[src/rtl/gf16_mult_arbiter_pkg.sv]
// Shared constants and operand helpers for the GF(16) multiplier arbiter.
// Four requesters share one two-stage multiplier pipeline.
package gf16_mult_arbiter_pkg;

    localparam int N_REQ = 4;
    localparam int ID_W  = 2;
    localparam int NIB_W = 4;
    localparam int OPS_W = N_REQ * NIB_W;

    function automatic logic [NIB_W-1:0] nib_slice(
        input logic [OPS_W-1:0] v,
        input logic [ID_W-1:0]  i
    );
        return v[i*NIB_W +: NIB_W];
    endfunction

endpackage

[src/rtl/gf16_mult_arbiter_mult.sv]
// Combinational GF(16) multiplier with optional constant addition.
// Operand bits map to x0..x3 = a, x4..x7 = b.
module Mult_GF16
    import gf16_mult_arbiter_pkg::*;
#(
    parameter int __ADD_CONSTANT = 0
) (
    input  logic [NIB_W-1:0] i_a,
    input  logic [NIB_W-1:0] i_b,
    input  logic [NIB_W-1:0] i_c,
    output logic [NIB_W-1:0] o_y
);

    logic [7:0]       w_x;
    logic [NIB_W-1:0] w_p;

    assign w_x = {i_b, i_a};

    assign w_p[0] = (w_x[0] & w_x[4]) ^ (w_x[1] & w_x[4]) ^ (w_x[2] & w_x[4])
                  ^ (w_x[0] & w_x[5]) ^ (w_x[3] & w_x[5]) ^ (w_x[0] & w_x[6])
                  ^ (w_x[2] & w_x[6]) ^ (w_x[1] & w_x[7]) ^ (w_x[3] & w_x[7]);

    assign w_p[1] = (w_x[0] & w_x[4]) ^ (w_x[3] & w_x[4]) ^ (w_x[1] & w_x[5])
                  ^ (w_x[2] & w_x[5]) ^ (w_x[3] & w_x[5]) ^ (w_x[1] & w_x[6])
                  ^ (w_x[3] & w_x[6]) ^ (w_x[0] & w_x[7]) ^ (w_x[1] & w_x[7])
                  ^ (w_x[2] & w_x[7]) ^ (w_x[3] & w_x[7]);

    assign w_p[2] = (w_x[0] & w_x[4]) ^ (w_x[2] & w_x[4]) ^ (w_x[1] & w_x[5])
                  ^ (w_x[3] & w_x[5]) ^ (w_x[0] & w_x[6]) ^ (w_x[2] & w_x[6])
                  ^ (w_x[3] & w_x[6]) ^ (w_x[1] & w_x[7]) ^ (w_x[2] & w_x[7]);

    assign w_p[3] = (w_x[1] & w_x[4]) ^ (w_x[3] & w_x[4]) ^ (w_x[0] & w_x[5])
                  ^ (w_x[1] & w_x[5]) ^ (w_x[2] & w_x[5]) ^ (w_x[3] & w_x[5])
                  ^ (w_x[1] & w_x[6]) ^ (w_x[2] & w_x[6]) ^ (w_x[0] & w_x[7])
                  ^ (w_x[1] & w_x[7]) ^ (w_x[3] & w_x[7]);

    assign o_y = w_p ^ ((__ADD_CONSTANT != 0) ? i_c : '0);

endmodule

[src/rtl/gf16_mult_arbiter.sv]
// Round-robin arbiter feeding one shared GF(16) multiplier through
// an operand stage (S1) and a result stage (S2).
module gf16_mult_arbiter
    import gf16_mult_arbiter_pkg::*;
#(
    parameter int N_REQ        = 4,
    parameter int ADD_CONSTANT = 0
) (
    input  logic                     clk,
    input  logic                     rst_n,
    input  logic [N_REQ-1:0]         req_valid,
    input  logic [N_REQ*NIB_W-1:0]   req_a,
    input  logic [N_REQ*NIB_W-1:0]   req_b,
    input  logic [N_REQ*NIB_W-1:0]   req_c,
    output logic [N_REQ-1:0]         req_ready,
    output logic                     rsp_valid,
    input  logic                     rsp_ready,
    output logic [ID_W-1:0]          rsp_id,
    output logic [NIB_W-1:0]         rsp_y,
    output logic                     busy
);

    logic             r_s1_valid;
    logic [NIB_W-1:0] r_s1_a;
    logic [NIB_W-1:0] r_s1_b;
    logic [NIB_W-1:0] r_s1_c;
    logic [ID_W-1:0]  r_s1_id;
    logic             r_s2_valid;
    logic [NIB_W-1:0] r_s2_y;
    logic [ID_W-1:0]  r_s2_id;
    logic [ID_W-1:0]  r_ptr;

    logic             w_s2_adv;
    logic             w_s1_acc;
    logic             w_any;
    logic [ID_W-1:0]  w_win;
    logic [NIB_W-1:0] w_prod;

    // Scan farthest-first so the requester nearest the pointer wins.
    always_comb begin
        w_any = 1'b0;
        w_win = r_ptr;
        for (int k = N_REQ - 1; k >= 0; k--) begin
            if (req_valid[r_ptr + ID_W'(k)]) begin
                w_any = 1'b1;
                w_win = r_ptr + ID_W'(k);
            end
        end
    end

    assign w_s2_adv  = !r_s2_valid || rsp_ready;
    assign w_s1_acc  = rst_n && (!r_s1_valid || w_s2_adv);
    assign req_ready = (w_s1_acc && w_any) ? (N_REQ'(1) << w_win) : '0;

    always_ff @(posedge clk or negedge rst_n) begin
        if (!rst_n) begin
            r_s1_valid <= 1'b0;
            r_s1_a     <= '0;
            r_s1_b     <= '0;
            r_s1_c     <= '0;
            r_s1_id    <= '0;
            r_ptr      <= '0;
        end else if (w_s1_acc) begin
            r_s1_valid <= w_any;
            if (w_any) begin
                r_s1_a  <= nib_slice(req_a, w_win);
                r_s1_b  <= nib_slice(req_b, w_win);
                r_s1_c  <= nib_slice(req_c, w_win);
                r_s1_id <= w_win;
                r_ptr   <= w_win + 1'b1;
            end
        end
    end

    Mult_GF16 #(
        .__ADD_CONSTANT(ADD_CONSTANT)
    ) u_mult (
        .i_a(r_s1_a),
        .i_b(r_s1_b),
        .i_c(r_s1_c),
        .o_y(w_prod)
    );

    always_ff @(posedge clk or negedge rst_n) begin
        if (!rst_n) begin
            r_s2_valid <= 1'b0;
            r_s2_y     <= '0;
            r_s2_id    <= '0;
        end else if (w_s2_adv) begin
            r_s2_valid <= r_s1_valid;
            r_s2_y     <= w_prod;
            r_s2_id    <= r_s1_id;
        end
    end

    assign rsp_valid = r_s2_valid;
    assign rsp_y     = r_s2_y;
    assign rsp_id    = r_s2_id;
    assign busy      = r_s1_valid || r_s2_valid;

endmodule

[config.mk]
export PLATFORM = sky130hd
export DESIGN_NAME = gf16_mult_arbiter
export DESIGN_NICKNAME = d
export VERILOG_FILES = /design/src/rtl/gf16_mult_arbiter_pkg.sv /design/src/rtl/gf16_mult_arbiter_mult.sv /design/src/rtl/gf16_mult_arbiter.sv
export SDC_FILE = /design/constraint.sdc
export NUM_CORES = 1
export LEC_CHECK = 0
export CAP_MARGIN = 30
export CORE_MARGIN = 1.5
export CORE_UTILIZATION = 44
export DETAILED_ROUTE_END_ITERATION = 10
export PLACE_DENSITY = 0.91
export SYNTH_ARGS = -nofsm -noshare
export SYNTH_HDL_FRONTEND = slang
export SYNTH_SLANG_ARGS = --single-unit
[constraint.sdc]
create_clock -name clk -period 3.8 [get_ports clk]
set_input_delay 1.14 -clock clk [delete_from_list [all_inputs] [get_ports clk]]
set_output_delay 1.14 -clock clk [all_outputs]
set_load 0.02 [all_outputs]
# Word-level counts from Yosys, hierarchy flattened
# Cells that the tools add are included.
[word_totals] reg_bits=20 inputBits=55 output_inout_bits=12 wordCells=96
[classes] n_addsub=4 magnitude_cmp=4 shift=3 n_mux=17 bitwise_logic=52 reduce_logical=8
[ops] cell="$xor A1 B1 Y1" count=36
[ops] cell="$shiftx A16 B5 Y4" count=2
[ops] cell="$and A1 B1 Y1" count=16
[ops] cell="$lt A2 B3 Y1 const B" count=4
[ops] cell="$bmux W1 S2" count=4
[ops] cell="$mux W1" count=8
[ops] cell="$mux W2" count=4
[ops] cell="$add A2 B1 Y2 const B" count=2
[ops] cell="$add A2 B2 Y2 const B" count=2
[ops] cell="$mux W4" count=1
[ops] cell="$shl A1 B2 Y4 const A" count=1
[ops] cell="$logic_or A1 B1 Y1" count=3
[ops] cell="$logic_and A1 B1 Y1" count=2
[ops] cell="$logic_not A1 Y1" count=2
[ops] cell="$reduce_and A2 Y1" count=1

# Logic depth before layout (Yosys ltp)
# Gate-level depths: netlist (run 1).
[depth] word_depth=11 ltp_mapped=8 ltp_nobuf=7

# Modules after synthesis
# Synthesis (run 1) repeated with hierarchy kept, for this count alone.
[hier_totals] cells_unflattened=233 hier_area_um2=1959.4
[by_module_without_submodules] module="gf16_mult_arbiter" instances=1 cells_per_inst=168 area_each_um2=1462.7 seq_area_each_um2=600.6
[by_module_without_submodules] module="Mult_GF16" instances=1 cells_per_inst=65 area_each_um2=496.7 seq_area_each_um2=0.0

# Least setup slack after synthesis (run 1)
# Ideal clock, no wire load.
[synth_timing] path_type="input -> output" from="input req_valid[1]" to="output req_ready[0]" arrival_ps=2376 t_required_ps=2660 path_slack_ps=284 path_stages=8 path_buffers=2 path_cell_list="nor2_1 a22o_1 o32a_1 buf_6 buf_12 inv_1 ha_1 and2_1"
[synth_via] elab_chain_len=8
[synth_rtl] element="start, declared" line="gf16_mult_arbiter.sv:11" text="input logic [N_REQ-1:0] req_valid,"
[synth_rtl] element="$bmux W1 S2" line="gf16_mult_arbiter.sv:44" text="if (req_valid[r_ptr + ID_W'(k)]) begin"
[synth_rtl] element="$mux W1 (not written as such)" line="gf16_mult_arbiter.sv:44"
[synth_rtl] element="$mux W2 (3 in a row)" line="gf16_mult_arbiter.sv:44"
[synth_rtl] element="$mux W2 (*)" line="gf16_mult_arbiter.sv:44"
[synth_rtl] element="via w_win[1]" line="gf16_mult_arbiter.sv:36" text="logic [ID_W-1:0] w_win;"
[synth_rtl] element="$shl A1 B2 Y4 (*)" line="gf16_mult_arbiter.sv:53" text="assign req_ready = (w_s1_acc && w_any) ? (N_REQ'(1) << w_win) : '0;"
[synth_rtl] element="$mux W4 (*)" line="gf16_mult_arbiter.sv:53"
[synth_rtl] element="end, declared" line="gf16_mult_arbiter.sv:15" text="output logic [N_REQ-1:0] req_ready,"
# The timed path passes the listed nets; every way through them passes the cells marked *. The select of a mux whose other input is x is not followed.

# Worst setup path in the final report (run 1)
[layout_timing] from="input req_valid[2]" to="output req_ready[0]"
[layout_via] elab_chain_len=8
[layout_rtl] element="$bmux W1 S2" line="gf16_mult_arbiter.sv:44"
[layout_rtl] element="$mux W1 (not written as such)" line="gf16_mult_arbiter.sv:44"
[layout_rtl] element="$mux W2 or $mux W1 (tied branches) (4 in a row)" line="gf16_mult_arbiter.sv:44"
[layout_rtl] element="$shl A1 B2 Y4 or $logic_and A1 B1 Y1 (tied branches)" line="gf16_mult_arbiter.sv:53"
[layout_rtl] element="$mux W4 (*)" line="gf16_mult_arbiter.sv:53"
# Every way passes the cells marked *; elsewhere a longest branch is shown, timed or not. The select of a mux whose other input is x is not followed.

==> reports/metrics.csv, run 1 <==
stage,metric,value,unit
outcome,status,completed,
sta,drv_slew,0,
floorplan,die_w,66.2,µm
global_routing,overflow,0,
floorplan,core_area,3740,µm²
final_layout,drive_above_1_share,0.190,
cts,cts_tree,yes,
global_routing,antenna_found_initial,0,
yosys,synth_cells,189,
yosys,synth.yosys.seq_area_share,0.285,
routing,dr.pass1.iters,4,
final_layout,final_nets,318,
global_routing,track_usage,0.211,
floorplan,ioPinCount,67,
sta,finalSetupViolCount,0,
routing,num_vias,1710,
sta,fin_ws,0.103,ns
power_and_ir_drop,p_per_area,728,nW/µm²
setup_path,setup.worst_path.end_class,output port,
final_layout,utilization,0.651,
yosys,synth_flop_cell,dfrtp_1,
final_layout,n_fill_cell,296,
sta,fin_crit,3.70,ns
yosys,synth.net_count,248,
routing,antenna_left,0,
yosys,synth_area_leaders,"dfrtp_1 29%, mux2i_1 12%, nand2_1 6.4%",
sta,hold_ws,0.479,ns
global_routing,grt_pass1_wl,7.24,mm
setup_path,cp-start-kind,input port,
routing,drtIter0Drc,103,
setup_path,worstPathArrival,2.56,ns
hold_path,hold_path.class,register to register,
cts,clock-root-buffer,clkbuf_8,
routing,drt-wirelength-per-cell,14.3,µm
floorplan,num_rows,22,
cts,clock_latency,0.26,ns
power_and_ir_drop,power.total,1.78,mW
sta,worst_clock_skew,0.00687,ns
yosys,ys_ff_latch,20,
cts,cts_sinks,20,
yosys,synth_cell_types,47,
setup_path,critPathMaxFanout,5,
placement,dp_slack,-0.642,ns
sta,final-hold-violation-count,0,
placement,hpwl,3.01,mm
sta,worst_slew_pin_slew,0.565,ns
yosys,yosys.area.top_type_share,0.285,
yosys,yosysMostFrequentCell,nand2_1,
cts,clockBufferDepth,2,
job,max-cap-violations,0,
floorplan,dieArea,4380,µm²
yosys,yosys.area.top_type,dfrtp_1,
power_and_ir_drop,peakVddDrop,0.373,mV
final_layout,seqCellArea,500,µm²
sta,maxSlewHeadroom,0.624,
routing,drcViolationCount,0,
yosys,async_flop_share,1.00,
final_layout,area.growth.synth_to_final,38.9,%
global_routing,first_global_vias,1645,
placement,io_buffers,50,
yosys,avgSynthCellArea,9.29,µm²
cts,ctsHtreeMaxLevel,1,
yosys,synth.cells.most_frequent,"30 x nand2_1, 21 x mux2i_1, 20 x dfrtp_1, 10 x o221ai_1",
yosys,synth_edf_count,0,
routing,routed_via_density,5.59,
routing,drt-total-wl,4.38,mm
cts,cts.reportedPaths.clkPinSlew,0.08,ns
placement,gp_congestion,0.857,
sta,finalSetupTns,0,ns
floorplan,initial_utilization,0.469,
power_and_ir_drop,leakage,1.12,nW
yosys,ys_warn_count,0,
global_routing,grt_max_degree,22,
final_layout,diodes,0,
floorplan,die_height,66.2,µm
setup_path,crit_type,input port to output port,
final_layout,multi_input_area,1070,µm²
sta,clock.fmax,270,MHz
sta,period_share,0.973,
cts,cts_made_buffers,3,
setup_path,cp_data_required_time,2.66,ns
yosys,synthesis.area,1760,µm²
## cell families (layout without fill, tap and decap cells)
| kind of cell | Yosys count | count (layout) | synth area share |
|---|---|---|---|
| AND/OR/NAND/NOR | 65 | 65 | 0.185 |
| multiplexers | 21 | 21 | 0.120 |
| XOR/XNOR | 13 | 13 | 0.0877 |
| adder cells (fa/ha/maj) | 4 | 4 | 0.0285 |
| flip-flops | 20 | 20 | 0.285 |
| AO/OA/AOI/OAI | 43 | 43 | 0.180 |
| buffers and inverters | 23 | 92 | 0.114 |
## sequential cells by signal, summed over array words and instances (netlist names)
signal	count
r_s1_b	4
rsp_y	4
rsp_id	2
r_s1_id	2
rsp_valid	1
r_ptr	2
r_s1_a	4
r_s1_valid	1
## final timing paths
kind	start	end	slack, ns	depth (start not counted)
hold reg to reg	rsp_id[0]$_DFFE_PN0P_	rsp_id[0]$_DFFE_PN0P_	0.48	2
setup / recovery	req_valid[2]	req_ready[0]	0.10	8
hold / removal	rsp_id[0]$_DFFE_PN0P_	rsp_id[0]$_DFFE_PN0P_	0.48	2
max in group asynchronous	rst_n	r_s1_b[2]$_DFFE_PN0P_	2.32	2
min in group asynchronous	rst_n	r_ptr[1]$_DFFE_PN0P_	1.26	2
setup reg to reg	r_ptr[1]$_DFFE_PN0P_	r_s1_id[1]$_DFFE_PN0P_	0.82	20
## layer usage
metal  wire (µm)  GRT usage  vias up
li1            -          -      813
met2        2340      0.380       58
met4         104     0.0893        0
met5           0          0        -
met3         179     0.0204       12
met1        1760      0.253      827
## what timing repair did
action                     CTS  global route
hold buffers                 0             0
setup endpoints to repair    4             5
gates resized for setup     27             4
pin swaps                    3             4
cloned                       0             0
buffers inserted            16             1
## where the power goes
| part | total, mW | internal, mW | leakage [nW] | switching [mW] |
|---|---|---|---|---|
| Sequential | 0.482 | 0.296 | 0.241 | 0.186 |
| Combinational | 1.08 | 0.601 | 0.838 | 0.475 |
| Clock | 0.217 | 0.141 | 0.0357 | 0.0767 |
## cell usage in the layout (no fill, tap or decap), types with 7 or more instances in the layout
| master | count |
|---|---|
| inv_1 | 8 |
| nor2_1 | 7 |
| mux2i_1 | 21 |
| nand2_1 | 30 |
| xnor2_1 | 9 |
| dfrtp_1 | 20 |
| buf_4 | 31 |
| clkdlybuf4s50_1 | 42 |
| o221ai_1 | 10 |
## worst max-delay path, cell delays in order
cell and delay [ns]:
dlygate4sd2_1 0.28, nand2b_1 0.16, a22oi_1 0.16, o221ai_1 0.17, buf_4 0.19, ha_1 0.18, and2_1 0.13, buf_4 0.15
## area by class of cell
| class | count | share of cell area |
|---|---|---|
| clock buffer | 3 | 0.0169 |
| sequential | 20 | 0.205 |
| tap | 48 | 0.0246 |
| clock inverter | 1 | 0.0123 |
| timing repair buffer | 79 | 0.289 |
| inverter | 9 | 0.0139 |
| multi-input combinational | 146 | 0.438 |
## stage by stage
| stage | cell area (µm²) | instances |
|---|---|---|
| after floorplan | 1760 | 189 |
| after global placement | 2240 | 285 |
| after detailed placement | 2240 | 285 |
| after CTS | 2420 | 305 |
| after global routing | 2440 | 306 |
| final | 2440 | 306 |
Note: power is estimated with default switching activity, not from simulation.
==> inputs of run 2 (changes only) <==
--- a/config.mk
+++ b/config.mk
@@ -7,9 +7,10 @@
 export LEC_CHECK = 0
 export CAP_MARGIN = 30
 export CORE_MARGIN = 1.5
-export CORE_UTILIZATION = 44
+export CORE_UTILIZATION = 45
+export CTS_BUF_LIST = sky130_fd_sc_hd__clkbuf_8
 export DETAILED_ROUTE_END_ITERATION = 10
-export PLACE_DENSITY = 0.91
+export PLACE_DENSITY = 0.93
 export SYNTH_ARGS = -nofsm -noshare
 export SYNTH_HDL_FRONTEND = slang
 export SYNTH_SLANG_ARGS = --single-unit
==> reports/metrics.csv, run 2 (synthesized netlist as in run 1, its figures left out) <==
stage,metric,value,unit
final_layout,fin_area,2310,µm²
cts,clockBufferDepth,2,
sta,worst_slew_pin_slew,0.529,ns
setup_path,rrSetupSlack,1.87,ns
global_routing,grt_pass1_wl,6.63,mm
power_and_ir_drop,power.total,1.66,mW
sta,finalSetupViolCount,0,
routing,drt-wirelength-per-cell,13.9,µm
job,max-cap-violations,0,
final_layout,mostFrequentLayoutCell,clkdlybuf4s50_1,
placement,hpwl,3.04,mm
setup_path,setup.worst_path.end_class,output port,
placement,dp_cells,285,
routing,antenna_left,0,
cts,clock_latency,0.27,ns
setup_path,cp-start-kind,input port,
setup_path,worstPathArrival,2.54,ns
final_layout,final_nets,303,
floorplan,initial_utilization,0.472,
hold_path,min-delay-start,rsp_id[1]$_DFFE_PN0P_,
routing,routed_via_density,5.47,
routing,drcViolationCount,0,
routing,num_vias,1591,
floorplan,num_rows,22,
power_and_ir_drop,peakVddDrop,0.394,mV
power_and_ir_drop,p_per_area,720,nW/µm²
setup_path,worstReg2RegStart,r_s1_b[1]$_DFFE_PN0P_,
routing,dr.pass1.iters,4,
sta,fin_crit,3.68,ns
hold_path,hold_path.class,register to register,
placement,dp_slack,-0.633,ns
global_routing,track_usage,0.199,
global_routing,first_global_vias,1448,
sta,fin_ws,0.120,ns
floorplan,dieArea,4280,µm²
sta,final-hold-violation-count,0,
global_routing,grt_max_degree,22,
routing,drt-total-wl,4.06,mm
placement,gp_congestion,0.866,
final_layout,finalNonFillerCells,291,
sta,drv_slew,0,
global_routing,overflow,0,
final_layout,diodes,0,
cts,cts.reportedPaths.clkPinSlew,0.08,ns
setup_path,critPathMaxFanout,5,
setup_path,crit_type,input port to output port,
placement,placed_cell_area,2240,µm²
cts,cts_made_buffers,3,
final_layout,utilization,0.622,
floorplan,core_area,3720,µm²
floorplan,die_w,65.5,µm
placement,io_buffers,50,
global_routing,antenna_found_initial,0,
floorplan,ioPinCount,67,
sta,clock.fmax,272,MHz
cts,cts_tree,yes,
sta,worst_clock_skew,0.00376,ns
final_layout,area.growth.synth_to_final,31.6,%
setup_path,worstSetupStartpoint,req_valid[1],
cts,ctsHtreeMaxLevel,1,
sta,period_share,0.968,
sta,hold_ws,0.485,ns
sta,maxSlewHeadroom,0.643,
cts,clock-root-buffer,clkbuf_8,
cts,hold_buffers,0,
outcome,status,completed,
final_layout,final_cell_mix,"42 x clkdlybuf4s50_1, 30 x nand2_1, 21 x mux2i_1",
power_and_ir_drop,leakage,1.04,nW
sta,finalSetupTns,0,ns
floorplan,die_height,65.5,µm
setup_path,cp_data_required_time,2.66,ns
routing,drtIter0Drc,50,
cts,cts_sinks,20,
final_layout,drive_above_1_share,0.123,
sta,rsz0062_at_grt,no,
[run 2: cell type report]
| type | instances | area [µm²] |
|---|---|---|
| fill | 314 | 1410 |
| multi-input combinational | 146 | 1050 |
| timing repair buffer | 64 | 589 |
| sequential | 20 | 500 |
| tap | 48 | 60.1 |
| clock buffer | 3 | 41.3 |
| inverter | 9 | 33.8 |
| clock inverter | 1 | 30.0 |
[run 2: final timing paths]
kind | end | depth (start not counted)
max | req_ready[0] | 8
min | rsp_id[1]$_DFFE_PN0P_ | 2
max reg2reg | rsp_y[3]$_DFFE_PN0P_ | 5
min reg2reg | rsp_id[1]$_DFFE_PN0P_ | 2
max in group asynchronous | r_s1_b[2]$_DFFE_PN0P_ | 2
min in group asynchronous | r_ptr[1]$_DFFE_PN0P_ | 2
[run 2: routing by layer]
metal,GRT usage,up-vias,share of wire
li1,-,780,-
met1,0.250,758,0.40
met2,0.348,49,0.54
met3,0.0154,4,0.042
met4,0.0911,0,0.016
met5,0,-,0
[run 2: report_power, final]
| group | internal (mW) | leakage, nW | switching [mW] |
|---|---|---|---|
| sequential | 0.296 | 0.241 | 0.186 |
| combinational | 0.525 | 0.767 | 0.437 |
| clock | 0.141 | 0.0357 | 0.0785 |
[run 2: worst max-delay path, cell delays in order]
cell and delay, ns:
dlygate4sd2_1 0.25, nor2_1 0.06, a22o_1 0.23, o32a_1 0.37, inv_2 0.10, ha_1 0.13
and2_1 0.14, buf_6 0.12
[run 2: what timing repair did]
item / CTS / global route
buffers inserted: 2 / 0
resized for setup: 24 / 0
setup endpoints to repair: 4 / 4
gates cloned: 0 / 0
pin swaps: 1 / 1
